<file path="src/rtl/alu_rr_sequencer.sv">
// Round-robin sequencer sharing one external combinational ALU between two requesters.
// One operation in flight: operands are held on the ALU for EXEC_CYCLES cycles, then the result is returned.
module alu_rr_sequencer #(
    parameter int WIDTH       = 16,
    parameter int EXEC_CYCLES = 1
) (
    input  logic             clk,
    input  logic             reset,
    input  logic             req0_valid,
    output logic             req0_ready,
    input  logic [WIDTH-1:0] req0_a,
    input  logic [WIDTH-1:0] req0_b,
    input  logic [3:0]       req0_sel,
    input  logic             req1_valid,
    output logic             req1_ready,
    input  logic [WIDTH-1:0] req1_a,
    input  logic [WIDTH-1:0] req1_b,
    input  logic [3:0]       req1_sel,
    output logic [WIDTH-1:0] alu_a,
    output logic [WIDTH-1:0] alu_b,
    output logic [3:0]       alu_sel,
    input  logic [WIDTH-1:0] alu_out,
    input  logic             alu_carry,
    output logic             rsp_valid,
    input  logic             rsp_ready,
    output logic [WIDTH-1:0] rsp_data,
    output logic             rsp_carry,
    output logic             rsp_id,
    output logic             rsp_err
);

    // state | meaning
    // IDLE  | waiting for a request; readys driven combinationally from the grant
    // EXEC  | operands held on the ALU, down-counter running to terminal count
    // RESP  | result presented on rsp_*, waiting for rsp_ready

    localparam int CNT_W = 4;
    localparam logic [CNT_W-1:0] CNT_LOAD = CNT_W'(EXEC_CYCLES - 1);
    localparam logic [3:0] SEL_DIV = 4'b0011;

    typedef enum logic [1:0] {
        S_IDLE = 2'd0,
        S_EXEC = 2'd1,
        S_RESP = 2'd2
    } state_t;

    state_t             state_q, state_d;
    logic [CNT_W-1:0]   cnt_q, cnt_d;
    logic               last_grant_q, last_grant_d;
    logic [WIDTH-1:0]   alu_a_q, alu_a_d;
    logic [WIDTH-1:0]   alu_b_q, alu_b_d;
    logic [3:0]         alu_sel_q, alu_sel_d;
    logic [WIDTH-1:0]   rsp_data_q, rsp_data_d;
    logic               rsp_carry_q, rsp_carry_d;
    logic               rsp_id_q, rsp_id_d;
    logic               rsp_err_q, rsp_err_d;

    logic               grant;
    logic               accept;
    logic               exec_done;
    logic               div_zero;

    // Tie goes to the requester that did not win last time.
    always_comb begin
        grant = 1'b0;
        if (req0_valid && req1_valid) grant = ~last_grant_q;
        else if (req1_valid)          grant = 1'b1;
    end

    assign accept    = (state_q == S_IDLE) && (req0_valid || req1_valid);
    assign exec_done = (state_q == S_EXEC) && (cnt_q == '0);
    assign div_zero  = (alu_sel_q == SEL_DIV) && (alu_b_q == '0);

    always_ff @(posedge clk or negedge reset) begin
        if (!reset) state_q <= S_IDLE;
        else        state_q <= state_d;
    end

    always_comb begin
        state_d = S_IDLE;
        case (state_q)
            S_IDLE:  state_d = accept ? S_EXEC : S_IDLE;
            S_EXEC:  state_d = exec_done ? S_RESP : S_EXEC;
            S_RESP:  state_d = rsp_ready ? S_IDLE : S_RESP;
            default: state_d = S_IDLE;
        endcase
    end

    always_comb begin
        req0_ready = 1'b0;
        req1_ready = 1'b0;
        rsp_valid  = 1'b0;
        case (state_q)
            S_IDLE: begin
                req0_ready = req0_valid && !grant;
                req1_ready = req1_valid && grant;
            end
            S_RESP:  rsp_valid = 1'b1;
            default: ;
        endcase
    end

    always_comb begin
        cnt_d        = cnt_q;
        last_grant_d = last_grant_q;
        alu_a_d      = alu_a_q;
        alu_b_d      = alu_b_q;
        alu_sel_d    = alu_sel_q;
        rsp_data_d   = rsp_data_q;
        rsp_carry_d  = rsp_carry_q;
        rsp_id_d     = rsp_id_q;
        rsp_err_d    = rsp_err_q;
        if (accept) begin
            alu_a_d      = grant ? req1_a   : req0_a;
            alu_b_d      = grant ? req1_b   : req0_b;
            alu_sel_d    = grant ? req1_sel : req0_sel;
            rsp_id_d     = grant;
            last_grant_d = grant;
            cnt_d        = CNT_LOAD;
        end else if (exec_done) begin
            rsp_data_d  = div_zero ? '1 : alu_out;
            rsp_carry_d = alu_carry;
            rsp_err_d   = div_zero;
        end else if (state_q == S_EXEC) begin
            cnt_d = cnt_q - 1'b1;
        end
    end

    always_ff @(posedge clk or negedge reset) begin
        if (!reset) begin
            cnt_q        <= '0;
            last_grant_q <= 1'b1;
            alu_a_q      <= '0;
            alu_b_q      <= '0;
            alu_sel_q    <= '0;
            rsp_data_q   <= '0;
            rsp_carry_q  <= 1'b0;
            rsp_id_q     <= 1'b0;
            rsp_err_q    <= 1'b0;
        end else begin
            cnt_q        <= cnt_d;
            last_grant_q <= last_grant_d;
            alu_a_q      <= alu_a_d;
            alu_b_q      <= alu_b_d;
            alu_sel_q    <= alu_sel_d;
            rsp_data_q   <= rsp_data_d;
            rsp_carry_q  <= rsp_carry_d;
            rsp_id_q     <= rsp_id_d;
            rsp_err_q    <= rsp_err_d;
        end
    end

    assign alu_a     = alu_a_q;
    assign alu_b     = alu_b_q;
    assign alu_sel   = alu_sel_q;
    assign rsp_data  = rsp_data_q;
    assign rsp_carry = rsp_carry_q;
    assign rsp_id    = rsp_id_q;
    assign rsp_err   = rsp_err_q;

endmodule

</file>
<file path="config.mk">
export PLATFORM = sky130hd
export DESIGN_NAME = alu_rr_sequencer
export DESIGN_NICKNAME = d
export VERILOG_FILES = /design/src/rtl/alu_rr_sequencer.sv
export SDC_FILE = /design/constraint.sdc
export NUM_CORES = 1
export LEC_CHECK = 0
export ABC_CLOCK_PERIOD_IN_PS = 2800
export CORE_ASPECT_RATIO = 0.6
export CORE_UTILIZATION = 25
export CTS_CLUSTER_SIZE = 12
export DETAILED_ROUTE_END_ITERATION = 8
export HOLD_SLACK_MARGIN = 0.05
export PLACE_DENSITY = 0.55
export SETUP_SLACK_MARGIN = 0.02
export SLEW_MARGIN = 5
export SYNTH_ARGS = -nofsm -noshare
export SYNTH_HDL_FRONTEND = slang
export SYNTH_SLANG_ARGS = --single-unit
</file>
<file path="constraint.sdc">
create_clock -name clk -period 2.8 [get_ports clk]
set_clock_uncertainty 0.2 [all_clocks]
set_input_delay 0.42 -clock clk [delete_from_list [all_inputs] [get_ports clk]]
set_output_delay 0.42 -clock clk [all_outputs]
set_load 0.005 [all_outputs]
</file>
# Yosys cells after proc, flatten, opt, wreduce, memory -nomap -nowiden
# Index checks and enable logic that the tools add are counted.
# Widths: inputs -> output; s select.
# op_classes
bitwise	2
magnitude_cmp	0
mux	16
n_shift	0
n_mul	0
reduce_logical	14
div_mod_pow	0
n_eq_ne	4
add_sub_neg	1
# op_table
op	n
$mux 16	3
$logic_not 16->1	1
$mux 4	4
$logic_and 1x1->1	6
$mux 1	6
$pmux 2 s3	1
$eq 4x2->1 const B	1
$logic_not 4->1	1
$mux 2	2
$reduce_and 2->1	2
$sub 4x1->4 const B	1
$eq 2x1->1 const B	1
$eq 2x2->1 const B	1
$logic_not 2->1	1
$ne 2x2->1 const B	1
$not 1->1	2
$reduce_bool 2->1	1
$logic_not 1->1	1
$logic_or 1x1->1	1
# word_totals
latchBits	0
rom_bits	0
wordCells	47
n_memories	0
ff_bits	62
mem_bits_rw	0
output_inout_bits	58
in_bits	94

# Logic depth before layout (Yosys ltp)
# logic_depth
depth_word	5
ltp_mapped	7
depth_no_buf	5

# Worst setup path after synthesis
# OpenSTA, ideal clock, no wires.
# synth_timing
path_type	input -> register
from	input port req1_valid
to	register alu_a_q[6], in the netlist alu_a[6]
setup_slack_ps	992
arrival_time_ps	1483
setup_time_ps	125
n_path_buf	2
required_ps	2475
cell_stages	5
path_cell_list	a21boi_1 buf_6 buf_6 mux2_4 mux2_4
# synth_between
elab_chain_cells	3
elab_cells_between_ends	6
classes_between	mux: 3; reduce/logical: 3
# synth_rtl
element	line_no	text
from (decl)	14	input logic req1_valid,
$mux 1 / $logic_and 1x1->1 (equally long branches)	67, 66	
$mux 1	66	if (req0_valid && req1_valid) grant = ~last_grant_q;
$mux 16	114	alu_a_d = grant ? req1_a : req0_a;
to (signal assigned)	143	alu_a_q <= alu_a_d;
to (decl)	50	logic [WIDTH-1:0] alu_a_q, alu_a_d;
# Several ways; a longest one is shown, not always the timed one.
# A chain may end at the register's enable or synchronous reset.

# Worst setup path in the final report
# layout_timing
from	register state_q[0]
to	output port req1_ready
# layout_between
elab_chain_cells	2
# layout_rtl
element	line_no	text
from (decl)	47	state_t state_q, state_d;
from (signal assigned)	76	else state_q <= state_d;
$logic_not 2->1	93	case (state_q)
$mux 1	93	
to (decl)	15	output logic req1_ready,
# No other way between the ends.

==> impl_metrics.json <==
{
  "cp_cell_sequence": "or2_1 > and2b_1 > clkdlybuf4s50_1",
  "drtAntennaViolNets": 0,
  "synth_area_leaders": "dfrtp_1 48%, mux2_4 17%, mux2_2 9.9%",
  "die_h_um": 89.4,
  "cellPowerDensity_nw_per_um2": 1030,
  "critPathLaunchType": "register",
  "cp.arrival_ns": 1.90,
  "wl_per_cell_um": 15.4,
  "crit_cells": 3,
  "peakVddDrop_mv": 0.359,
  "cts.sinks": 62,
  "diodes": 0,
  "htreeDepth": 3,
  "synth_nets": 336,
  "drive_gt1_share_pct": 23.9,
  "slowest_stage": "clkdlybuf4s50_1",
  "gp_congestion": 0.788,
  "fp.coreArea_um2": 12200,
  "timing.final.setup_violations": 0,
  "period_share_pct": 90.0,
  "track_usage_pct": 14.1,
  "status": "complete, no violations",
  "reg2reg_from": "state_q[0]",
  "yosysMostFrequentCell": "dfrtp_1",
  "crit_family": "simple AND/OR/NAND/NOR gates",
  "critPathRequiredTime_ns": 2.18,
  "insertion_delay_ns": 0.32,
  "avgSynthCellArea_um2": 13.2,
  "num_rows": 31,
  "fmax_mhz": 397,
  "slowest_delay_ns": 0.50,
  "die_x_um": 148,
  "critPathBufInv": 1,
  "worst_pin_slew_ns": 0.766,
  "end_kind": "primary output",
  "p_leak_nw": 2.14,
  "grt.overflow.total": 0,
  "syn_to_final_growth_pct": 64.6,
  "io_pins": 152,
  "ys_ff_latch": 62,
  "ys.flop_type": "dfrtp_1",
  "tns_ns": 0,
  "dpl.hpwl_um": 6380,
  "grt_setup_unrepaired": "false",
  "relSlewSlack_pct": 48.9,
  "floorplan.initialDensity_pct": 26.0,
  "hold_viol": 0,
  "async_flop_share_pct": 100,
  "vias": 2532,
  "first_pass_iters": 4,
  "tritoncts": "built",
  "layout.nets": 491,
  "synth_area_um2": 3180,
  "yosysUniqueCellTypes": 37,
  "maxCapViolCount": 0,
  "drtIter0Drc": 85,
  "grt_max_degree": 33,
  "worstSetupPathType": "reg2out",
  "clkTransAtPathRegs_ns": 0.05,
  "dieArea_um2": 13200,
  "grt_pass1_wl_um": 14000,
  "hold_path_class": "reg2reg",
  "antenna_found_initial": 0,
  "yosysWarnings": 0,
  "rr_endpoint": "alu_a[13]",
  "cts_max_path_buffers": 2,
  "yosys-top-cells-count": "61 x dfrtp_1, 36 x mux2_4, 28 x mux2_2",
  "whs_ns": 0.288,
  "synthCells": 241,
  "crit_fanout": 7,
  "finalMaxSlewViolations": 0,
  "drc": 0,
  "hold_end": "rsp_id",
  "whs_path_depth": 1,
  "grt_pass1_vias": 2594,
  "synth.yosys.seq_area_share_pct": 48.8,
  "portBuffers": 151,
  "via_per_inst": 4.47,
  "synth-edff-count": 0,
  "reg2regPathDepth": 4,
  "cts_inserted_buffers": 9,
  "min-delay-start": "rsp_id",
  "finalWirelength_um": 8720,
  "yosysTopAreaCell": "dfrtp_1",
  "period_needed_ns": 2.52,
  "synth.top_cell.area_share_pct": 48.0,
  "reg2reg_slack_ns": 0.73,
  "post_cts_buffers": 0,
  "cts_root_buf": "clkbuf_16"
}
-- worst max path at each step --
stage / start / end / slack [ns]
after global routing: state_q[0] / req1_ready / 0.18
after detailed placement: req1_valid / alu_b[15] / 0.33
after floorplan: req1_valid / alu_a[6] / 0.99
final: state_q[0] / req1_ready / 0.28
after CTS: state_q[0] / req1_ready / 0.23
after global placement: req1_valid / alu_b[15] / 0.33
-- per-stage QoR --
stage	util, %	total power, W	cell area [um^2]	cells	setup slack (ns)
finish	42.8	0.00539	5240	566	0.279
global route	42.8	0.00575	5240	566	0.175
CTS	42.8	0.00547	5240	566	0.234
detailed placement	39.9	0.00414	4880	549	0.326
global placement	39.9	0.00410	4880	549	0.330
floorplan	-	0.00290	3180	241	0.992
-- flip-flops by register name, summed over array words and instances, names as in the netlist --
signal,count
rsp_err,1
rsp_carry,1
state_q,2
last_grant_q,1
alu_b,16
cnt_q,4
rsp_id,1
rsp_data,16
alu_sel,4
alu_a,16
-- cells in the final DEF, fill, tap and decap left out, drive strengths merged, types with 2 or more instances in the layout --
master and instances:
nor4b 2, nor2 2, buf 11, dfrtp 61
nor4 3, inv 3, mux2 73, o22ai 17
nor3 16, nand3 3, a21o 2, nand2b 2
clkdlybuf4s50 150, o21ai 4, nor3b 2, a21oi 17
clkbuf 11, or2 2, bufinv 3
-- repair_timing --
item,CTS,global route
hold buffers,1,0
resized for setup,0,0
endpoints found under the hold margin,29,0
-- power by group --
group / total, W / internal (W) / switching, W / leakage (nW)
clock: 0.00128 / 0.000895 / 0.000390 / 0.166
combinational: 0.00246 / 0.00153 / 0.000925 / 1.25
sequential: 0.00165 / 0.00135 / 0.000301 / 0.716
total: 0.00539 / 0.00377 / 0.00162 / 2.14
-- cell type report --
cell class | count | area [um^2]
inverter | 3 | 11.3
sequential | 62 | 1550
multi-input combinational | 158 | 1500
timing repair buffer | 162 | 1620
clock inverter | 5 | 106
fill | 1169 | 6980
tap | 165 | 206
clock buffer | 11 | 243
-- layer usage --
layer | GRT usage [%] | share of wire, %
met1 | 19.5 | 50
met2 | 20.0 | 40
met3 | 6.12 | 9.1
met4 | 3.75 | 0.72
met5 | 0 | 0
-- cell families (layout without fill, tap and decap cells) --
logic type                 Yosys count  count (layout)  share of synthesized area [%]
and+or+nand+nor                     39              39                           7.83
DFF                                 62              62                           48.8
AOI/OAI and AO/OA                   44              44                           8.14
buffers and inverters               21             181                           4.41
muxes                               74              74                           30.4
adders and majority gates            1               1                          0.393
Power figures use the tool's default switching activity.
==> patch: new RTL, same settings <==
Encoding of `state_t`: now one-hot (3 bits for 3 states).
--- a/src/rtl/alu_rr_sequencer.sv
+++ b/src/rtl/alu_rr_sequencer.sv
@@ -39,8 +39,8 @@
     localparam logic [3:0] SEL_DIV = 4'b0011;
 
-    typedef enum logic [1:0] {
-        S_IDLE = 2'd0,
-        S_EXEC = 2'd1,
-        S_RESP = 2'd2
+    typedef enum logic [2:0] {
+        S_IDLE = 3'b001,
+        S_EXEC = 3'b010,
+        S_RESP = 3'b100
     } state_t;
 
Formal check against the unedited RTL: same outputs for any inputs over 10 cycles, from zero or initial values and one cycle with reset low; not proved beyond that.
==> patch against the unedited design <==
Highest routed layer unchanged; power down 8.3%; combinational power down 9.3%; wire length up 4.4%; area after synthesis down 4.3%; sequential cell count up 1; design area down 3.7%; setup slack worse by 0.12 ns; clock power down 15%; largest cell class unchanged; register-to-register slack worse by 0.15 ns; largest power group unchanged.
==> patch: results (changes against the unedited design) <==
| Metric | Value |
|---|---|
| Leak pwr | 1.99 nW (-6.7%) |
| Vias per cell | 4.63 (+3.5%) |
| Count of cell types in the netlist | 38 (+2.7%) |
| Non-Clock Inverter Count | 2 (-1) |
| Sequential Power Share | 32.9% (+2.3 points) |
| Complex-gate fraction of the synthesized area | 15.7% (+7.6 points) |
| Drt total wl | 9100 um (+4.4%) |
| First-pass GRT wire length | 14200 um (+1.3%) |
| Post-Place Cell Area | 4740 um^2 (-2.8%) |
| Placed insts | 570 (+3.8%) |
| Synthesized area per cell | 11.2 um^2 (-15%) |
| CP max stage delay | 0.56 ns (+0.06 ns) |
| Adder-Cell Fraction of Synth Area | 0.411% (+0.018 points) |
| Seq/Total Area, Yosys | 51.9% (+3.1 points) |
| Clock Buffer Count | 12 (+1) |
| Non-clk buf share | 31.8% (+0.95 points) |
| Sink Count | 63 (+1.6%) |
| FILL cells | 1124 (-3.8%) |
| CP max FO | 6 (-1) |
| Pint | 3.34 mW (-12%) |
| Measured slew at the worst slew-check pin | 0.765 ns (-0.000921 ns) |
| Avg WL per Cell | 15.5 um (+0.62%) |
| Max IR drop VDD | 0.000287 V (-20%) |
| All-layer global routing usage | 15.0% (+0.84 points) |
| Gpl congestion | 0.686 (-13%) |
| DRT iter0 DRCs | 141 (+66%) |
| Pre-CTS setup slack | 0.273 ns (-0.0534 ns) |
| Run status | finished, final reports clean |
| CTS root buf | clkbuf_16 |
| Comb pwr | 2.23 mW (-9.3%) |
| Net Switching | 1.61 mW (-0.45%) |
| Share of layout cells above drive strength 1 | 14.1% (-9.9 points) |
| Die area | 12600 um^2 (-4.2%) |
| Synth Area in XOR/XNOR | 0% (unchanged) |
| Post-synthesis mux area share | 19.1% (-11 points) |
| Layout clock area frac | 5.78% (-0.88 points) |
| Sequential cell area share | 31.3% (+1.7 points) |
| Multi-input logic cell count | 184 (+16%) |
| Syn Nets | 366 (+8.9%) |
| Area of the multi-input gates | 1360 um^2 (-9.4%) |
| Final #Nets | 517 (+5.3%) |
| Synth top area cells | dfrtp_1 (50%), mux2_2 (9.6%), mux2i_1 (6.9%) |
| Post-DP HPWL | 6600 um (+3.4%) |
| Slowest-stage cell, CP | dfstp_2 |
| Number of global-route vias before repair | 2701 (+4.1%) |
| Post-synth top cells | dfrtp_1 (61), mux2_2 (26), o21ai_1 (24), o21ai_0 (22), mux2i_1 (21) |
-- patch: cell count changes after synthesis, sizes merged, moves of 2 or more --
cell / before / now
a21oi: 17 / 19
buf: 14 / 10
clkbuf: 4 / 12
mux2: 73 / 33
mux2i: 1 / 21
o21ai: 4 / 46
or3b: 1 / 3
-- patch: metal layers --
| layer | GRT usage, % | wire [um] |
|---|---|---|
| met5 | 0 | 0 |
| met4 | 3.92 | 26 |
| met3 | 6.87 | 1010 |
| met2 | 21.7 | 3820 |
| met1 | 20.0 | 4250 |
-- patch: worst paths after layout --
kind	slack [ns]	cells past startpoint	startpoint	endpoint
setup / recovery	0.15	3	state_q[0]	req1_ready
hold / removal	0.28	1	alu_a[9]	alu_a[9]
setup reg to reg	0.58	4	state_q[0]	alu_a[4]
hold reg to reg	0.28	1	alu_a[9]	alu_a[9]
max in group asynchronous	1.18	3	reset	state_q[0]
min in group asynchronous	0.51	2	reset	rsp_data[3]
